[config.mk]
export PLATFORM = sky130hd
export DESIGN_NAME = red_sched
export DESIGN_NICKNAME = d
export VERILOG_FILES = /design/src/rtl/red_sched.sv
export SDC_FILE = /design/constraint.sdc
export NUM_CORES = 1
export LEC_CHECK = 0
export CAP_MARGIN = 20
export CORE_MARGIN = 4
export CORE_UTILIZATION = 30
export DETAILED_ROUTE_END_ITERATION = 7
export GPL_ROUTABILITY_DRIVEN = 0
export HOLD_SLACK_MARGIN = 0.12
export SKIP_LAST_GASP = 1
export SLEW_MARGIN = 20
export SYNTH_ARGS = -nofsm -noshare
export SYNTH_HDL_FRONTEND = slang
export SYNTH_SLANG_ARGS = --single-unit
[constraint.sdc]
create_clock -name clk -period 3.65 [get_ports clk]
set_clock_uncertainty 0.1 [all_clocks]
set_input_delay 0.365 -clock clk [delete_from_list [all_inputs] [get_ports clk]]
set_output_delay 0.365 -clock clk [all_outputs]
set_load 0.05 [all_outputs]
[src/rtl/red_sched.sv]
// red_sched: round-robin scheduler that shares one sequential GF(2^m)
// reduction unit between NUM_REQ requesters.
//
// A job is accepted from one requester at a time and its operands are
// latched. The reduction unit is then enabled for grade+LAT_EXTRA cycles,
// its result is captured, and the result is returned with the requester
// index on a valid/ready response channel.
//
// Optional feature: define RED_SCHED_GRADE_CHECK_EN to reject jobs whose
// grade is below 2 or above DATA_WIDTH. A rejected job still completes its
// handshake but skips the datapath and is answered with resp_err=1.
module red_sched #(
   parameter  int DATA_WIDTH = 4,
   parameter  int NUM_REQ    = 4,
   parameter  int LAT_EXTRA  = 4,
   localparam int GW         = $clog2(DATA_WIDTH) + 1,
   localparam int IW         = $clog2(NUM_REQ)
) (
   input  logic                            clk,
   input  logic                            rst_n,
   // job request channel, one lane per requester
   input  logic [NUM_REQ-1:0]              req_valid,
   output logic [NUM_REQ-1:0]              req_ready,
   input  logic [NUM_REQ*GW-1:0]           req_grade,
   input  logic [NUM_REQ*(DATA_WIDTH+1)-1:0] req_poly,
   input  logic [NUM_REQ*2*DATA_WIDTH-1:0] req_data,
   // response channel
   output logic                            resp_valid,
   input  logic                            resp_ready,
   output logic [IW-1:0]                   resp_id,
   output logic [DATA_WIDTH-1:0]           resp_data,
   output logic                            resp_err,
   // shared reduction unit
   output logic                            red_op_enable,
   output logic [GW-1:0]                   red_polyn_grade,
   output logic [DATA_WIDTH:0]             red_polyn_red_in,
   output logic [2*DATA_WIDTH-1:0]         red_reduc_in,
   input  logic [DATA_WIDTH-1:0]           red_out
);

   // run_cnt is wide enough for grade+LAT_EXTRA so it never wraps in a job
   localparam int RCW = GW + $clog2(LAT_EXTRA + 1);

   typedef enum logic [1:0] {
      S_IDLE = 2'd0,
      S_RUN  = 2'd1,
      S_RESP = 2'd2
   } state_t;

   state_t                  state_q;
   state_t                  state_d;

   // arbitration
   logic [IW-1:0]           rr_ptr;
   logic [IW-1:0]           grant_idx;
   logic                    grant_found;
   logic                    handshake;

   // operands of the selected requester
   logic [GW-1:0]           sel_grade;
   logic [DATA_WIDTH:0]     sel_poly;
   logic [2*DATA_WIDTH-1:0] sel_data;

   // latched job
   logic [GW-1:0]           op_grade;
   logic [DATA_WIDTH:0]     op_poly;
   logic [2*DATA_WIDTH-1:0] op_data;
   logic [IW-1:0]           op_id;

   // run length control
   logic [RCW-1:0]          run_cnt;
   logic [RCW-1:0]          run_last;
   logic                    run_done;

   // response holding register
   logic [DATA_WIDTH-1:0]   resp_data_q;

   // Index of the requester 'offset' places above 'base', wrapping at NUM_REQ.
   function automatic logic [IW-1:0] rr_index(input logic [IW-1:0] base,
                                              input int            offset);
      int sum;
      sum = int'(base) + offset;
      if (sum >= NUM_REQ) begin
         sum = sum - NUM_REQ;
      end
      return IW'(sum);
   endfunction

   // Round-robin search: first valid requester at or above rr_ptr, wrapping.
   // NOTE: every signal assigned in a combinational block gets a default at
   // the top so no path leaves it unassigned; a missing default infers a latch.
   always_comb begin
      grant_found = 1'b0;
      grant_idx   = '0;
      for (int k = 0; k < NUM_REQ; k++) begin
         if (!grant_found && req_valid[rr_index(rr_ptr, k)]) begin
            grant_found = 1'b1;
            grant_idx   = rr_index(rr_ptr, k);
         end
      end
   end

   // a job is taken only while idle; ready is raised for the granted lane
   assign handshake = (state_q == S_IDLE) && grant_found;

   assign sel_grade = req_grade[grant_idx*GW +: GW];
   assign sel_poly  = req_poly[grant_idx*(DATA_WIDTH+1) +: (DATA_WIDTH+1)];
   assign sel_data  = req_data[grant_idx*2*DATA_WIDTH +: 2*DATA_WIDTH];

   // last RUN cycle: run_cnt counts 0 .. grade+LAT_EXTRA-1
   assign run_last = RCW'(op_grade) + RCW'(LAT_EXTRA - 1);
   assign run_done = (state_q == S_RUN) && (run_cnt == run_last);

`ifdef RED_SCHED_GRADE_CHECK_EN
   logic grade_bad;

   // grades outside 2..DATA_WIDTH cannot be reduced meaningfully
   assign grade_bad = (sel_grade < GW'(2)) || (sel_grade > GW'(DATA_WIDTH));
`endif

   // State register.
   // NOTE: sequential state is written with non-blocking assignments so every
   // register samples values from before the edge, independent of block order.
   always_ff @(posedge clk or negedge rst_n) begin
      if (!rst_n) begin
         state_q <= S_IDLE;
      end else begin
         state_q <= state_d;
      end
   end

   // Next-state logic: IDLE -> RUN (or RESP on a rejected job) -> RESP -> IDLE.
   always_comb begin
      state_d = state_q;
      unique case (state_q)
         S_IDLE: begin
            if (handshake) begin
`ifdef RED_SCHED_GRADE_CHECK_EN
               state_d = grade_bad ? S_RESP : S_RUN;
`else
               state_d = S_RUN;
`endif
            end
         end
         S_RUN: begin
            if (run_done) begin
               state_d = S_RESP;
            end
         end
         S_RESP: begin
            if (resp_ready) begin
               state_d = S_IDLE;
            end
         end
         default: state_d = S_IDLE;
      endcase
   end

   // Outputs decoded from state: ready in IDLE, datapath drive in RUN,
   // response valid in RESP. The datapath sees zeros outside RUN.
   always_comb begin
      req_ready        = '0;
      resp_valid       = 1'b0;
      red_op_enable    = 1'b0;
      red_polyn_grade  = '0;
      red_polyn_red_in = '0;
      red_reduc_in     = '0;
      unique case (state_q)
         S_IDLE: begin
            if (grant_found) begin
               req_ready[grant_idx] = 1'b1;
            end
         end
         S_RUN: begin
            red_op_enable    = 1'b1;
            red_polyn_grade  = op_grade;
            red_polyn_red_in = op_poly;
            red_reduc_in     = op_data;
         end
         S_RESP: begin
            resp_valid = 1'b1;
         end
         default: begin
         end
      endcase
   end

   // Round-robin pointer: moves past the winner only on an accepted job.
   always_ff @(posedge clk or negedge rst_n) begin
      if (!rst_n) begin
         rr_ptr <= '0;
      end else if (handshake) begin
         rr_ptr <= (grant_idx == IW'(NUM_REQ - 1)) ? '0 : grant_idx + 1'b1;
      end
   end

   // Run counter: cleared on acceptance, counts every RUN cycle.
   always_ff @(posedge clk or negedge rst_n) begin
      if (!rst_n) begin
         run_cnt <= '0;
      end else if (handshake) begin
         run_cnt <= '0;
      end else if (state_q == S_RUN) begin
         run_cnt <= run_cnt + 1'b1;
      end
   end

   // Operand registers: hold the accepted job stable for the whole run.
   always_ff @(posedge clk or negedge rst_n) begin
      if (!rst_n) begin
         op_grade <= '0;
         op_poly  <= '0;
         op_data  <= '0;
         op_id    <= '0;
      end else if (handshake) begin
         op_grade <= sel_grade;
         op_poly  <= sel_poly;
         op_data  <= sel_data;
         op_id    <= grant_idx;
      end
   end

`ifdef RED_SCHED_GRADE_CHECK_EN
   logic resp_err_q;

   // Response registers: result captured on the last RUN cycle; a rejected
   // job answers with zero data and the error flag.
   always_ff @(posedge clk or negedge rst_n) begin
      if (!rst_n) begin
         resp_data_q <= '0;
         resp_err_q  <= 1'b0;
      end else if (handshake && grade_bad) begin
         resp_data_q <= '0;
         resp_err_q  <= 1'b1;
      end else if (run_done) begin
         resp_data_q <= red_out;
         resp_err_q  <= 1'b0;
      end
   end

   assign resp_err = resp_err_q;
`else
   // Response register: result captured on the last RUN cycle.
   always_ff @(posedge clk or negedge rst_n) begin
      if (!rst_n) begin
         resp_data_q <= '0;
      end else if (run_done) begin
         resp_data_q <= red_out;
      end
   end

   assign resp_err = 1'b0;
`endif

   assign resp_id   = op_id;
   assign resp_data = resp_data_q;

endmodule

==> results of run 1 <==
==> power by group <==
group	internal (mW)	switching, mW	total [mW]
logic	0.657	0.947	1.60
clock network	0.150	0.135	0.285
registers	0.517	0.126	0.643
==> routing by layer <==
| layer | track usage [%] | vias up |
|---|---|---|
| li1 | - | 950 |
| met4 | 2.97 | 0 |
| met1 | 17.5 | 901 |
| met2 | 23.4 | 67 |
| met5 | 0 | - |
| met3 | 4.18 | 5 |
==> sequential cells by signal, summed over array words and instances (netlist names) <==
register and count:
op_data 8, op_grade 3, op_poly 5, resp_data 4
resp_id 2, rr_ptr 2, run_cnt 6, state_q 2
==> path summary, 6_finish.rpt <==
kind                                            endpoint  slack [ns]
worst max-delay path                        req_ready[1]        0.54
worst min-delay path              op_poly[3]$_DFFE_PN0P_        0.38
worst max register to register  resp_data[1]$_DFFE_PN0P_        1.31
worst min register to register    op_poly[3]$_DFFE_PN0P_        0.38
max in group asynchronous        op_grade[1]$_DFFE_PN0P_        2.37
min in group asynchronous       resp_data[1]$_DFFE_PN0P_        0.59
==> final cells by class <==
cell class	count	area (sq um)	area share, %
well taps	96	120	3.68
flip-flops and latches	32	801	24.5
clock inverters	2	10.0	0.307
repair buffers	105	1040	31.9
clock buffers	6	82.6	2.53
inverters	9	33.8	1.04
multi-input cells	159	1170	36.0
==> cells by family after synthesis <==
family                   count (synthesis)  share of synthesized area [%]
AND/OR/NAND/NOR                         75                           18.9
multiplexers                            36                           17.3
AO/OA/AOI/OAI                           35                           12.5
flip-flops                              32                           37.8
buffers and inverters                   22                           7.39
adder cells (fa/ha/maj)                  6                           3.55
XOR/XNOR                                 6                           2.48
other                                    1                          0.177
==> cell usage after synthesis, types with 2 or more instances <==
library cell / count
dfrtp_1: 32
mux2i_1: 32
nand2_1: 27
and2_1: 18
o221ai_1: 15
inv_1: 8
nor2_1: 8
o21ai_0: 7
ha_1: 6
buf_2: 5
xor2_1: 5
mux2_2: 4
a21o_1: 3
a21oi_1: 3
a31oi_1: 3
buf_12: 3
buf_4: 3
nand3_1: 3
nand4_1: 3
and3_1: 2
nand2b_1: 2
nor2b_1: 2
==> critical path, delay by kind of cell <==
family | cells | cell delay, ns
buffers and inverters | 3 | 1.44
adders and majority gates | 1 | 0.14
AOI/OAI and AO/OA | 2 | 0.43
and+or+nand+nor | 2 | 0.27
==> cells in the final DEF (no fill, tap or decap), types with 2 or more instances in the layout <==
master / count
nor2_1: 8
a21o_1: 3
and3_1: 2
clkbuf_8: 6
xor2_1: 5
o21ai_0: 7
a31oi_1: 2
nand2b_1: 2
inv_1: 8
o221ai_1: 15
mux2_2: 4
a21oi_1: 3
clkinv_2: 2
ha_1: 6
nand4_1: 3
nor2b_1: 2
dfrtp_1: 32
mux2i_1: 32
clkdlybuf4s50_1: 101
and2_1: 18
buf_4: 2
nand3_1: 3
nand2_1: 27
==> timing repair <==
item / in CTS / in global routing
resized for setup: 0 / 0
endpoints found under the hold margin: 32 / 0
hold buffers: 1 / 0
==> stage by stage <==
stage	utilization, %	area (sq um)	hold slack, ns
global route	47.8	3260	0.408
global placement	46.3	3160	0.361
floorplan	-	2120	-0.0306
finish	47.8	3260	0.384
CTS	47.8	3260	0.382
detailed placement	46.3	3160	0.367
==> run_results.csv, run 1 <==
group,metric,value,unit
power_and_ir_drop,power.total,2.53,mW
drt,routed-wl-met3,414,um
drt,wl_met2,2780,um
setup_path,crit_required,3.18,ns
drt,vias_per_cell,4.70,
place,pre_cts_ws,0.542,ns
cells_and_area,diodes,0,
logic_synthesis,ys_seq_elements,32,
clocking,clk_pin_slew,0.07,ns
power_and_ir_drop,leakagePower,1.49,nW
clocking,clkLatencyLatePin,0.28,ns
min_path,holdPathStages,2,
clocking,post-cts-setup-buffers,0,
min_path,worstHoldStart,"op_poly[3]$_DFFE_PN0P_",
global_route,grt_pass1_vias,1925,
cells_and_area,fin_nets,393,
power_and_ir_drop,power_density,776,nW/um^2
logic_synthesis,ys_seq_area_share,37.8,%
clocking,cts_tree,"built",
global_route,track_usage,13.9,%
run,maxCapViolCount,0,
drt,wl_per_cell,14.2,um
timing,post-route-min-period,3.11,ns
setup_path,crit_fanout,4,
clocking,cts_made_buffers,5,
logic_synthesis,synth_top_cell_by_area,"dfrtp_1",
drt,top_layer_used,"met4",
timing,rsz0062_at_grt,"no",
place,dp.cells,400,
global_route,grt_pass1_wl,9500,um
clocking,htree_levels,2,
logic_synthesis,synth_area,2120,sq um
timing,worstMarginPinSlew,0.762,ns
logic_synthesis,synth.distinct_cells,41,
setup_path,arrival,2.65,ns
global_route,grt_max_degree,33,
cells_and_area,nFillCells,672,
clocking,clock-root-buffer,"clkbuf_8",
setup_path,crit_chain,"clkdlybuf4s50_1 > nand2b_1 > a21oi_1 > o32a_1 > inv_2 > ha_1 > and2_1 > clkdlybuf4s50_1",
logic_synthesis,yosysWarnings,0,
setup_path,cp-end-kind,"output pin",
logic_synthesis,yosysTopAreaCellShare,37.8,%
setup_path,critical-path-max-stage-delay,0.80,ns
logic_synthesis,synth-edff-count,0,
setup_path,critPathLaunchType,"input port",
drt,drc,0,
timing,worst_slack,0.539,ns
setup_path,reg2reg_depth,5,
cells_and_area,final_layout_size_suffix_gt1_share,7.67,%
timing,drv_slew,0,
power_and_ir_drop,ir_drop,264,uV
logic_synthesis,synthArstFlopShare,100,%
logic_synthesis,synthesis.nets,294,
floorplan,ios,104,
timing,finalHoldViolCount,0,
logic_synthesis,syn_area_per_cell,9.94,sq um
drt,vias,1923,
setup_path,worst_path_max_delay_cell,"clkdlybuf4s50_1",
floorplan,start_util,31.0,%
timing,fmax,321,MHz
floorplan,die_area,8460,sq um
cells_and_area,syn_to_final_growth,54.1,%
floorplan,die_y,92.0,um
timing,slew_headroom,49.2,%
cells_and_area,final_cells,409,
drt,drt_wl_total,5790,um
place,hpwlAfterDp,4250,um
clocking,numClockSinks,32,
clocking,clock_path_buffers,2,
outcome,status,"completed",
setup_path,crit_type,"input port to output pin",
timing,tns,0,ns
logic_synthesis,synth_flop_cell,"dfrtp_1",
logic_synthesis,synthTopCellsByArea,"dfrtp_1, mux2i_1, o221ai_1, and2_1, nand2_1",
drt,wl_met1,2550,um
place,portBuffers,102,
floorplan,core_area,6830,sq um
logic_synthesis,syn_inst,213,
global_route,gr-total-overflow,0,
timing,setup_viol,0,
floorplan,die_x,92.0,um
drt,first_pass_iters,4,
drt,drt_iter0_drc,41,
setup_path,cp_common_cell,"clkdlybuf4s50_1",
setup_path,worstSetupStartpoint,"req_valid[1]",
setup_path,r2r-start,"state_q[1]$_DFFE_PN0P_",
floorplan,rows,30,
global_route,antenna_found_initial,0,
min_path,min_path_type,"register to register",
timing,period_share,85.2,%
drt,drtAntennaViolNets,0,
(Power assumes the default switching activity.)
==> run 2, diff against run 1 <==
--- a/config.mk
+++ b/config.mk
@@ -11,6 +11,7 @@
 export DETAILED_ROUTE_END_ITERATION = 7
 export GPL_ROUTABILITY_DRIVEN = 0
 export HOLD_SLACK_MARGIN = 0.12
+export PLACE_DENSITY_LB_ADDON = 0.3
 export SKIP_LAST_GASP = 1
 export SLEW_MARGIN = 20
 export SYNTH_ARGS = -nofsm -noshare
==> run_results.csv, run 2 (synthesis gave the netlist of run 1 again) <==
group,metric,value,unit
power_and_ir_drop,power_density,787,nW/um^2
place,portBuffers,102,
setup_path,critPathLaunchType,"input port",
timing,slew_headroom,51.0,%
global_route,grt_pass1_wl,9520,um
clocking,clkLatencyLatePin,0.28,ns
drt,vias,1873,
floorplan,start_util,31.0,%
min_path,min_path_type,"register to register",
cells_and_area,syn_to_final_growth,54.8,%
floorplan,die_y,92.0,um
place,placed_cell_area,3160,sq um
outcome,status,"completed",
cells_and_area,regMostFlops,"op_data",
cells_and_area,diodes,0,
min_path,hold_end,"op_data[5]$_DFFE_PN0P_",
min_path,worstHoldStart,"op_data[5]$_DFFE_PN0P_",
place,pre_cts_ws,0.556,ns
cells_and_area,final_util,48.0,%
drt,vias_per_cell,4.58,
cells_and_area,final_layout_size_suffix_gt1_share,7.35,%
setup_path,crit_fanout,4,
setup_path,cp-end-kind,"output pin",
timing,drv_slew,0,
power_and_ir_drop,ir_drop,323,uV
setup_path,crit_type,"input port to output pin",
clocking,clk_pin_slew,0.06,ns
power_and_ir_drop,pwr-share-comb,62.0,%
global_route,antenna_found_initial,0,
cells_and_area,nFillCells,680,
floorplan,die_area,8460,sq um
drt,drt_wl_total,5820,um
cells_and_area,final_cell_mix,"clkdlybuf4s50_1, mux2i_1, dfrtp_1",
setup_path,timing.rr.end,"resp_data[0]$_DFFE_PN0P_",
timing,worstMarginPinSlew,0.735,ns
cells_and_area,final_area,3280,sq um
floorplan,rows,30,
power_and_ir_drop,power.internal,1.38,mW
cells_and_area,fin_nets,393,
timing,rsz0062_at_grt,"no",
setup_path,crit_required,3.18,ns
cells_and_area,multi_input_area,1170,sq um
setup_path,reg2reg_depth,5,
timing,finalHoldViolCount,0,
global_route,grt_pass1_vias,2002,
clocking,htree_levels,2,
place,hpwlAfterDp,4430,um
drt,wl_per_cell,14.2,um
cells_and_area,reg_top3,"op_data: 8 flops, run_cnt: 6 flops, op_poly: 5 flops",
floorplan,core_area,6830,sq um
cells_and_area,final_common_cell,"clkdlybuf4s50_1",
timing,period_share,84.8,%
cells_and_area,ff_latch_area,801,sq um
power_and_ir_drop,swShare,46.7,%
floorplan,die_x,92.0,um
timing,worst_slack,0.554,ns
clocking,cts_tree,"built",
setup_path,r2r-start,"state_q[1]$_DFFE_PN0P_",
global_route,gr-total-overflow,0,
cells_and_area,largest_reg_flops,8,
drt,drtAntennaViolNets,0,
setup_path,worstSetupStartpoint,"req_valid[1]",
timing,post-route-min-period,3.10,ns
timing,tns,0,ns
timing,setup_viol,0,
setup_path,r2r_setup_slack,1.39,ns
power_and_ir_drop,power.total,2.58,mW
run,maxCapViolCount,0,
clocking,numClockSinks,32,
global_route,track_usage,14.0,%
power_and_ir_drop,p_seq_share,25.1,%
clocking,clock_path_buffers,2,
drt,drt_iter0_drc,79,
power_and_ir_drop,switching_power,1.20,mW
clocking,cts_made_buffers,5,
power_and_ir_drop,leakagePower,1.49,nW
clocking,clock-root-buffer,"clkbuf_8",
floorplan,ios,104,
min_path,holdPathStages,2,
power_and_ir_drop,clockPowerShare,12.9,%
setup_path,arrival,2.63,ns
drt,first_pass_iters,4,
drt,drc,0,
global_route,grt_max_degree,33,
timing,fmax,323,MHz
==> run 2: power groups by stage <==
stage               combinational [mW]  clock, mW  sequential [mW]
floorplan                         1.11          0            0.732
detailed placement                1.62          0            0.654
CTS                               1.63      0.349            0.651
global placement                  1.61          0            0.649
global route                      1.73      0.367            0.679
finish                            1.60      0.333            0.649
==> run 2: per-layer routing <==
| metal | global-route usage (%) | vias to the layer above | wire [um] |
|---|---|---|---|
| met3 | 4.27 | 9 | 281 |
| met1 | 16.0 | 868 | 2340 |
| li1 | - | 950 | - |
| met5 | 0 | - | 0 |
| met4 | 4.83 | 0 | 133 |
| met2 | 24.8 | 46 | 3070 |
==> run 2: area by class of cell <==
cell class	count	share of cell area [%]
inverter	9	1.03
tap	96	3.66
sequential	32	24.4
multi-input combinational	159	35.8
clock inverter	2	1.07
clock buffer	6	2.21
timing repair buffer	105	31.8
==> run 2: through the flow <==
| stage | cells | hold WS [ns] |
|---|---|---|
| detailed placement | 400 | 0.365 |
| finish | 409 | 0.379 |
| CTS | 409 | 0.388 |
| global placement | 400 | 0.360 |
| floorplan | 213 | -0.0306 |
| global route | 409 | 0.409 |
==> run 2: critical path, cell delays in order <==
cell	delay, ns
clkdlybuf4s50_1	0.52
nand2b_1	0.15
a21oi_1	0.05
o32a_1	0.38
inv_2	0.12
ha_1	0.14
and2_1	0.11
clkdlybuf4s50_1	0.80
==> run 2: what timing repair did <==
action | 4_1_cts | 5_1_grt
resized for setup | 0 | 0
endpoints found under the hold margin | 32 | 0
setup buffers | 0 | 0
hold buffers | 1 | 0
==> run 2: worst max-delay path by stage <==
stage / endpoint / slack, ns
final: req_ready[1] / 0.55
after global routing: req_ready[3] / 0.45
after CTS: req_ready[1] / 0.55
after detailed placement: req_ready[1] / 0.56
after global placement: req_ready[0] / 0.61
after floorplan: red_polyn_red_in[0] / 1.40
==> run 3, diff against run 2 <==
==> constraint.sdc (replaced) <==
create_clock -name clk -period 3.2 [get_ports clk]
set_clock_uncertainty 0.1 [all_clocks]
set_input_delay 0.32 -clock clk [delete_from_list [all_inputs] [get_ports clk]]
set_output_delay 0.32 -clock clk [all_outputs]
set_load 0.05 [all_outputs]
==> run_results.csv, run 3 (synthesis gave the netlist of run 1 again) <==
group,metric,value,unit
outcome,status,"completed",
power_and_ir_drop,pwr-share-comb,64.1,%
global_route,grt_pass1_wl,9670,um
power_and_ir_drop,clockPowerShare,10.0,%
clocking,htree_levels,2,
timing,tns,0,ns
power_and_ir_drop,switching_power,1.38,mW
floorplan,start_util,31.0,%
timing,drv_slew,0,
place,portBuffers,102,
timing,post-route-min-period,2.93,ns
drt,top_layer_used,"met4",
timing,worst_hold_slack,0.381,ns
setup_path,crit_fanout,20,
global_route,grt_pass1_vias,1963,
cells_and_area,largest_reg_flops,8,
clocking,cts-resized-gates,0,
cells_and_area,fin_nets,393,
clocking,cts_made_buffers,5,
floorplan,die_area,8460,sq um
timing,slew_headroom,50.5,%
cells_and_area,reg_top3,"op_data: 8 flops, run_cnt: 6 flops, op_poly: 5 flops",
clocking,post-cts-setup-buffers,0,
timing,worstMarginPinSlew,0.743,ns
floorplan,rows,30,
run,maxCapViolCount,0,
power_and_ir_drop,leakagePower,1.49,nW
drt,drtAntennaViolNets,0,
place,dp.cells,400,
drt,wl_met2,3080,um
setup_path,crit_required,2.78,ns
drt,first_pass_iters,4,
drt,vias_per_cell,4.65,
drt,drt_iter0_drc,73,
power_and_ir_drop,p_seq_share,25.9,%
cells_and_area,nFillCells,658,
setup_path,crit_type,"register to output pin",
power_and_ir_drop,power.internal,1.49,mW
cells_and_area,final_common_cell,"clkdlybuf4s50_1",
power_and_ir_drop,power_density,879,nW/um^2
drt,drc,0,
drt,routed-wl-met3,300,um
cells_and_area,final_cell_mix,"clkdlybuf4s50_1, mux2i_1, dfrtp_1",
setup_path,arrival,2.51,ns
timing,period_share,91.5,%
cells_and_area,regMostFlops,"op_data",
cells_and_area,final_layout_size_suffix_gt1_share,8.33,%
drt,vias,1899,
clocking,clock-root-buffer,"clkbuf_8",
power_and_ir_drop,swShare,48.0,%
global_route,grt_max_degree,33,
setup_path,critPathLaunchType,"register",
drt,wl_met1,2550,um
setup_path,cp-end-kind,"output pin",
global_route,antenna_found_initial,0,
floorplan,ios,104,
clocking,cts_tree,"built",
floorplan,die_y,92.0,um
floorplan,core_area,6830,sq um
floorplan,die_x,92.0,um
place,hpwlAfterDp,4570,um
global_route,gr-total-overflow,0,
power_and_ir_drop,ir_drop,342,uV
timing,finalHoldViolCount,0,
drt,wl_per_cell,14.7,um
cells_and_area,diodes,0,
min_path,min_path_type,"register to register",
clocking,hold_buffers,1,
cells_and_area,syn_to_final_growth,54.1,%
timing,fmax,342,MHz
global_route,track_usage,14.2,%
clocking,clk_pin_slew,0.07,ns
drt,drt_wl_total,6010,um
clocking,numClockSinks,32,
timing,setup_viol,0,
timing,rsz0062_at_grt,"no",
cells_and_area,final_cells,408,
clocking,clock_path_buffers,2,
clocking,clkLatencyLatePin,0.28,ns
==> run 3: path summary, 6_finish.rpt <==
kind	from	endpoint	slack (ns)	cells past startpoint
worst min-delay path	resp_id[1]$_DFFE_PN0P_	resp_id[1]$_DFFE_PN0P_	0.38	2
min in group asynchronous	rst_n	op_data[0]$_DFFE_PN0P_	0.57	2
worst max register to register	state_q[1]$_DFFE_PN0P_	resp_data[2]$_DFFE_PN0P_	0.97	5
worst min register to register	resp_id[1]$_DFFE_PN0P_	resp_id[1]$_DFFE_PN0P_	0.38	2
worst max-delay path	state_q[1]$_DFFE_PN0P_	red_polyn_red_in[1]	0.27	4
max in group asynchronous	rst_n	run_cnt[4]$_DFFE_PN0P_	1.95	2
==> run 3: power groups by stage <==
| stage | sequential, mW | combinational, mW | clock [mW] |
|---|---|---|---|
| finish | 0.743 | 1.84 | 0.288 |
| floorplan | 0.835 | 1.27 | 0 |
| CTS | 0.742 | 1.86 | 0.302 |
| detailed placement | 0.749 | 1.86 | 0 |
| global route | 0.773 | 1.98 | 0.322 |
| global placement | 0.751 | 1.83 | 0 |
==> run 3: metal layers <==
layer / global-route usage [%] / vias up
li1: - / 952
met1: 17.7 / 884
met2: 24.5 / 55
met3: 3.36 / 8
met4: 4.21 / 0
met5: 0 / -
==> run 3: cell type report <==
| cell class | instances | area (sq um) | area share, % |
|---|---|---|---|
| Tap cell | 96 | 120 | 3.68 |
| Multi-Input combinational cell | 159 | 1170 | 36.0 |
| Clock buffer | 6 | 72.6 | 2.22 |
| Inverter | 9 | 33.8 | 1.04 |
| Timing Repair Buffer | 105 | 1060 | 32.4 |
| Sequential cell | 32 | 801 | 24.5 |
| Clock inverter | 1 | 5.00 | 0.153 |
==> run 3: metrics by stage <==
step	power, mW	utilization, %	setup WS, ns	area [sq um]
final	2.87	47.8	0.273	3260
after global routing	3.07	47.8	0.117	3260
after CTS	2.91	47.8	0.256	3260
after detailed placement	2.61	46.5	0.583	3180
after global placement	2.58	46.5	0.642	3180
after floorplan	2.10	-	0.998	2120
==> run 3: worst max-delay path, stage by stage (launching register included) <==
cell             delay, ns
dfrtp_1               0.42
nand2b_1              0.27
inv_1                 0.49
and2_1                0.23
clkdlybuf4s50_1       0.81
